$ cat src/rtl/prog_timer.sv
// prog_timer: programmable down-counting timer with prescaler.
// Load a start value with preset. It then counts down once every prescale+1
// clocks and raises a one-cycle time_out pulse when it expires. In one-shot
// mode it returns to IDLE after expiry. In periodic mode it reloads and keeps
// running. It also supports pause, abort (stop), a live count readout and a
// sticky expired flag.

module prog_timer #(
    parameter int WIDTH = 8,
    parameter int PS_W  = 4
) (
    input  logic             clk,
    input  logic             rst,
    input  logic             preset,
    input  logic [WIDTH-1:0] preset_val,
    input  logic [PS_W-1:0]  prescale,
    input  logic             mode,
    input  logic             pause,
    input  logic             stop,
    input  logic             clr,
    output logic             time_out,
    output logic             expired,
    output logic             running,
    output logic [WIDTH-1:0] count
);

    typedef enum logic {
        IDLE = 1'b0,
        RUN  = 1'b1
    } state_t;

    state_t           state, state_next;
    logic [WIDTH-1:0] count_r, count_next;
    logic [WIDTH-1:0] reload_r, reload_next;
    logic [PS_W-1:0]  ps_cnt, ps_cnt_next;
    logic [PS_W-1:0]  ps_r, ps_r_next;
    logic             mode_r, mode_next;
    logic             time_out_r, time_out_next;
    logic             expired_r, expired_next;
    logic             tick;
    logic             expire;

    // Register the state, the datapath and the registered outputs.
    // NOTE: sequential state uses non-blocking (<=) so every register samples
    // the values from before the edge, whatever order the statements are in.
    always_ff @(posedge clk) begin
        if (rst) begin
            state      <= IDLE;
            count_r    <= '0;
            reload_r   <= '0;
            ps_cnt     <= '0;
            ps_r       <= '0;
            mode_r     <= 1'b0;
            time_out_r <= 1'b0;
            expired_r  <= 1'b0;
        end else begin
            state      <= state_next;
            count_r    <= count_next;
            reload_r   <= reload_next;
            ps_cnt     <= ps_cnt_next;
            ps_r       <= ps_r_next;
            mode_r     <= mode_next;
            time_out_r <= time_out_next;
            expired_r  <= expired_next;
        end
    end

    // A tick is one prescaled time step. The counter is live only in RUN
    // while not paused.
    assign tick   = (state == RUN) && !pause && (ps_cnt == ps_r);
    // Expiry is a tick at zero that neither preset nor stop overrides.
    assign expire = !preset && !stop && tick && (count_r == '0);

    // Next-state and datapath update. Priority is preset, then stop, then tick.
    always_comb begin
        // NOTE: every signal gets a hold/default value first, so no path can
        // leave one unassigned and infer a latch.
        state_next    = state;
        count_next    = count_r;
        reload_next   = reload_r;
        ps_cnt_next   = ps_cnt;
        ps_r_next     = ps_r;
        mode_next     = mode_r;
        time_out_next = 1'b0;

        if (preset) begin
            count_next  = preset_val;
            reload_next = preset_val;
            ps_r_next   = prescale;
            mode_next   = mode;
            ps_cnt_next = '0;
            state_next  = RUN;
        end else if (stop) begin
            state_next  = IDLE;
            count_next  = '0;
            ps_cnt_next = '0;
        end else if (state == RUN && !pause) begin
            if (ps_cnt != ps_r) begin
                ps_cnt_next = ps_cnt + 1'b1;
            end else begin
                ps_cnt_next = '0;
                if (count_r != '0) begin
                    count_next = count_r - 1'b1;
                end else begin
                    time_out_next = 1'b1;
                    if (mode_r) begin
                        count_next = reload_r;
                    end else begin
                        state_next = IDLE;
                    end
                end
            end
        end
    end

    // Sticky flag: preset clears it, and expiry wins over clr at the same edge.
    always_comb begin
        expired_next = expired_r;
        if (preset) begin
            expired_next = 1'b0;
        end else if (expire) begin
            expired_next = 1'b1;
        end else if (clr) begin
            expired_next = 1'b0;
        end
    end

    // Output decode from registered state.
    always_comb begin
        running  = (state == RUN);
        count    = count_r;
        time_out = time_out_r;
        expired  = expired_r;
    end

endmodule
$ cat config.mk
export PLATFORM = sky130hd
export DESIGN_NAME = prog_timer
export DESIGN_NICKNAME = d
export VERILOG_FILES = /design/src/rtl/prog_timer.sv
export SDC_FILE = /design/constraint.sdc
export NUM_CORES = 1
export LEC_CHECK = 0
export CORE_ASPECT_RATIO = 0.9
export CORE_MARGIN = 4
export CORE_UTILIZATION = 40
export CTS_BUF_LIST = sky130_fd_sc_hd__clkbuf_8
export CTS_CLUSTER_SIZE = 16
export DETAILED_ROUTE_END_ITERATION = 7
export PLACE_DENSITY_LB_ADDON = 0.12
export SKIP_CTS_REPAIR_TIMING = 1
export SYNTH_ARGS = -nofsm -noshare
export SYNTH_HDL_FRONTEND = slang
export SYNTH_SLANG_ARGS = --single-unit
$ cat constraint.sdc
create_clock -name clk -period 2.4 [get_ports clk]
set_input_delay 0.36 -clock clk [delete_from_list [all_inputs] [get_ports clk]]
set_output_delay 0.36 -clock clk [all_outputs]
set_load 0.01 [all_outputs]
; After elaboration in Yosys (flattened, before gate mapping)
; Index checks and enable logic that the tools add are counted.
[op_classes]
n_addsub = 2
eq_ne = 5
muxes = 16
n_bitwise = 1
reduce_logical = 18
[ops]
columns = op, count
row1 = $mux W8, 6
row2 = $mux W1, 9
row3 = $ne A3 B3 Y1 const B, 3
row4 = $logic_not A8 Y1, 1
row5 = $reduce_bool A8 Y1, 1
row6 = $sub A8 B1 Y8 const B, 1
row7 = $logic_and A1 B1 Y1, 5
row8 = $reduce_or A5 Y1, 1
row9 = $add A4 B1 Y4 const B, 1
row10 = $eq A4 B4 Y1, 1
row11 = $mux W4, 1
row12 = $ne A4 B4 Y1, 1
row13 = $reduce_and A4 Y1, 1
row14 = $reduce_bool A4 Y1, 1
row15 = $logic_not A1 Y1, 3
row16 = $reduce_and A3 Y1, 1
row17 = $reduce_bool A3 Y1, 1
row18 = $reduce_or A3 Y1, 1
row19 = $reduce_bool A2 Y1, 1
row20 = $reduce_or A2 Y1, 1
row21 = $not A1 Y1, 1
[word_totals]
reg_bits = 28
out_inout_bits = 11
word_cells = 50

; Logic depth before layout (Yosys ltp)
[depth]
ltp_word = 6
mapped_depth = 9
depth_no_buf = 7

; Worst setup path before layout
; No wires, ideal clock.
[synth_timing]
path_kind = reg-to-reg
start = register count_r[0] (netlist: count[0])
end = register count_r[4] (netlist: count[4])
setup_time_ns = 0.119
arrival_ns = 2.072
required_ns = 2.281
slack_ns = 0.210
path_stages_with_launch = 9
path_buffers = 2
synth_period_minus_slack_ns = 2.190
cell_sequence = dfxtp_1 > inv_1 > ha_1 > or4b_1 > clkbuf_2 > or3_1 > a31o_2 > buf_6 > o221a_1
[synth_via]
elab_chain_len = 6
elab_cells_between_ends = 9
cone_classes = add/sub: 1 / mux: 5 / reduce/logical: 3
[synth_lines]
columns = element, line_no
row1 = from (decl), 33  ; logic [WIDTH-1:0] count_r, count_next;
row2 = from (signal assigned), 58  ; count_r <= count_next;
row3 = $sub A8 B1 Y8 / $reduce_bool A8 Y1 (equally long branches), "103, 102"
row4 = $mux W8, 102  ; if (count_r != '0) begin
row5 = $mux W8, 98  ; if (ps_cnt != ps_r) begin
row6 = $mux W8, 97  ; end else if (state == RUN && !pause) begin
row7 = $mux W8, 93  ; end else if (stop) begin
row8 = $mux W8, 86  ; if (preset) begin
; Parallel ways exist; a longest one is shown, timed or not. The select of a mux whose other input is x is not followed.
; A chain may end at the register's enable or synchronous reset.

; Worst setup path in the final report
; Same ends and word-level chain as after synthesis.

==> reports/results.tsv <==
stage	metric	value	unit
status	status	completed	
synthesis	synth unique cells	36	
clocking	CTS buffer count	3	
routing	routed vias/inst	5.16	
final_layout	nets@finish	210	
routing	Pre-Repair DR Iteration Count	4	
place	buffers added on ports	29	
synthesis	Syn. warnings	0	
min_path	Endpoint, Worst Hold	reload_r[7]	
clocking	Root Driver	clkbuf_8	
worst_setup_path	family with the most delay on the worst path	simple AND/OR/NAND/NOR gates	
worst_setup_path	Worst Path Required	2.57	ns
sta	fmax	454	MHz
power_and_ir_drop	Clk network pwr share	0.332	
place	placed wire-length estimate	2.37	mm
worst_setup_path	CP Capture Type	register	
synthesis	syn nets	179	
floorplanning	FP Rows	19	
floorplanning	Die Y	63.3	um
global_routing	first-pass GRT wire length	5.04	mm
job	Max Cap Viol	0	
worst_setup_path	Worst path depth	6	
synthesis	Compound-Gate Fraction of Synth Area	0.161	
synthesis	XOR/XNOR Fraction of Synth Area	0.0580	
floorplanning	DIE WIDTH	69.4	um
sta	Final Hold Vio Count	0	
sta	Slew @ Worst Pin	0.381	ns
final_layout	fraction of layout cells with a size suffix above 1	0.0749	
power_and_ir_drop	pwr/cell area	628	nW/um^2
worst_setup_path	CP Max Fanout	16	
synthesis	mux cell area share after synthesis	0.0663	
final_layout	Synth-to-Final Area Change	30.6	%
min_path	Hold Crit Depth	2	
sta	Slew Limit Fails	0	
synthesis	Main synth FF type	dfxtp_1	
place	GP Congestion	0.811	
worst_setup_path	startpoint types	register	
sta	Post-Route Setup TNS	0	ns
floorplanning	IO Pins	30	
routing	final wirelength	3.02	mm
routing	DRC	0	
synthesis	Syn Std Cell Area	1360	um^2
floorplanning	Core Area	3160	um^2
worst_setup_path	Setup CP Type	reg -> reg	
synthesis	Synth Area in Adders	0.0276	
clocking	number of clock sinks	28	
global_routing	gr usage total	0.139	
synthesis	syn avg cell area	8.65	um^2
sta	crit share post-route	0.917	
place	dpl ws	0.200	ns
worst_setup_path	R2R cell count	6	
worst_setup_path	reg2reg setup slack	0.20	ns
clocking	Clock Path Buffers	2	
synthesis	synthesized flop and latch total	28	
routing	Detail Route Antenna Nets	0	
worst_setup_path	Crit path largest cell delay	0.54	ns
sta	Slew HR	0.745	
global_routing	vias in the first global route	1106	
routing	WL/cell	13.2	um
power_and_ir_drop	Comb power frac	0.205	
floorplanning	die area	4390	um^2
synthesis	Synth Instances	157	
sta	RSZ-0062 raised after global routing	no	
power_and_ir_drop	Psw	0.000279	W
synthesis	sequential fraction of the synthesis area	0.413	
global_routing	antenna violations before repair	0	
sta	setup violators final	0	
clocking	CTS tree	built	
worst_setup_path	R2R Path End	count[4]	
synthesis	simple-gate share of the synthesized area	0.228	
sta	clk_skew	0.00255	ns
worst_setup_path	slowest cell on the critical path	or4b_1	
power_and_ir_drop	sequential power share	0.463	
clocking	clock-pin slew on the worst setup and hold paths	0.09	ns
min_path	HP Start	reload_r[7]	
power_and_ir_drop	Pleak	0.702	nW
routing	via count	1182	
power_and_ir_drop	Switching Fraction	0.251	
synthesis	EDFF count, synth	0	
synthesis	Async SR Flop Fraction	0	
clocking	clk_lat worst skew	0.28	ns
power_and_ir_drop	Max VDD drop	0.000489	V
synthesis	main combinational cell family by area after synthesis	simple AND/OR/NAND/NOR gates	
clocking	H-tree depth	1	
routing	Initial DRC Count	41	
sta	final worst slack	0.199	ns
global_routing	pin count of the biggest net entering global routing	24	
floorplanning	initial cell density of the core	0.430	
worst_setup_path	worst r2r src	count[0]	
worst_setup_path	Data arrival, critical path	2.38	ns
final_layout	antenna diode count	0	
worst_setup_path	CP cell instances	inv_1 -> ha_1 -> or4b_1 -> or3_1 -> a31o_2 -> o221a_1	
sta	Tmin final	2.20	ns
power_and_ir_drop	Int Pwr	0.000835	W
worst_setup_path	crit path buf inv count	1	
global_routing	grt ovf	0	
min_path	min-delay worst type	reg -> reg	
power_and_ir_drop	overall power	0.00111	W
[power by group through the flow]
stage	logic (W)	registers, W	clock network (W)
floorplan	0.000139	0.000528	0
global placement	0.000228	0.000525	0
detailed placement	0.000230	0.000526	0
CTS	0.000232	0.000516	0.000377
global route	0.000253	0.000520	0.000394
finish	0.000228	0.000516	0.000370
[synthesized netlist by cell type (2+ instances only)]
cell type,count,share of area
dfxtp_1,28,0.41
a311oi_1,4,0.026
a211oi_1,3,0.017
nand2b_1,8,0.037
nor2_1,21,0.058
xor2_1,5,0.032
o211ai_1,4,0.022
or2_2,2,0.0092
mux2i_1,9,0.066
nor3_1,7,0.026
nor3b_1,2,0.011
clkbuf_1,6,0.017
inv_1,5,0.014
ha_1,3,0.028
nand2_1,13,0.036
xnor2_1,4,0.026
or3_1,3,0.014
nand3_1,3,0.011
o21ai_0,3,0.011
a21oi_1,8,0.029
[cell usage in the layout (no fill, tap or decap), types with 5 or more instances in the layout]
cell type and n:
dfxtp_1 28, clkdlybuf4s50_1 29, xor2_1 5, nand2b_1 8, mux2i_1 9, inv_1 5
buf_4 6, nor3_1 7, a21oi_1 8, nor2_1 21, nand2_1 13
[how the worst max path moves through the flow]
stage                           to      from  slack [ns]
after floorplan           count[4]  count[0]        0.21
after global placement    count[4]  count[0]        0.25
after detailed placement  count[4]  count[0]        0.20
after CTS                 count[4]  count[0]        0.18
after global routing      count[4]  count[0]        0.07
final                     count[4]  count[0]        0.20
[flip-flops by register name, summed over array words and instances, names as in the netlist]
register / flops
ps_r: 4
count: 8
expired: 1
reload_r: 8
ps_cnt: 4
running: 1
time_out: 1
mode_r: 1
[worst min-delay path: cells and delay by family (launching register included)]
| kind | cells | cell delay, ns |
|---|---|---|
| compound gates | 1 | 0.05 |
| flops | 1 | 0.32 |
| simple gates | 1 | 0.06 |
[area by class of cell]
type	instances	area (um^2)
Fill cell	290	1390
Sequential cell	28	561
Clock inverter	1	30.0
Clock buffer	3	41.3
Inverter	5	18.8
Multi-Input combinational cell	115	736
Timing Repair Buffer	35	335
Tap cell	42	52.6
[routing by layer]
| metal | track usage | share of wire | vias to the layer above |
|---|---|---|---|
| met4 | 0.0293 | 0.0090 | 0 |
| met5 | 0 | 0 | - |
| li1 | - | - | 608 |
| met3 | 0.0429 | 0.046 | 5 |
| met1 | 0.184 | 0.51 | 546 |
| met2 | 0.221 | 0.43 | 23 |
[cell families after synthesis]
logic type      Yosys count
mux                       9
compound gates           30
flops                    28
fa+ha+maj                 3
simple gates             64
xor+xnor                  9
buf+inv                  14
[through the flow]
stage	area [um^2]	util	hold WS [ns]	instances
global route	1770	0.561	0.502	229
CTS	1770	0.561	0.478	229
global placement	1700	0.539	0.459	225
floorplan	1360	-	0.432	157
finish	1770	0.561	0.475	229
detailed placement	1700	0.539	0.462	225
Note: power is estimated with default switching activity, not from simulation.
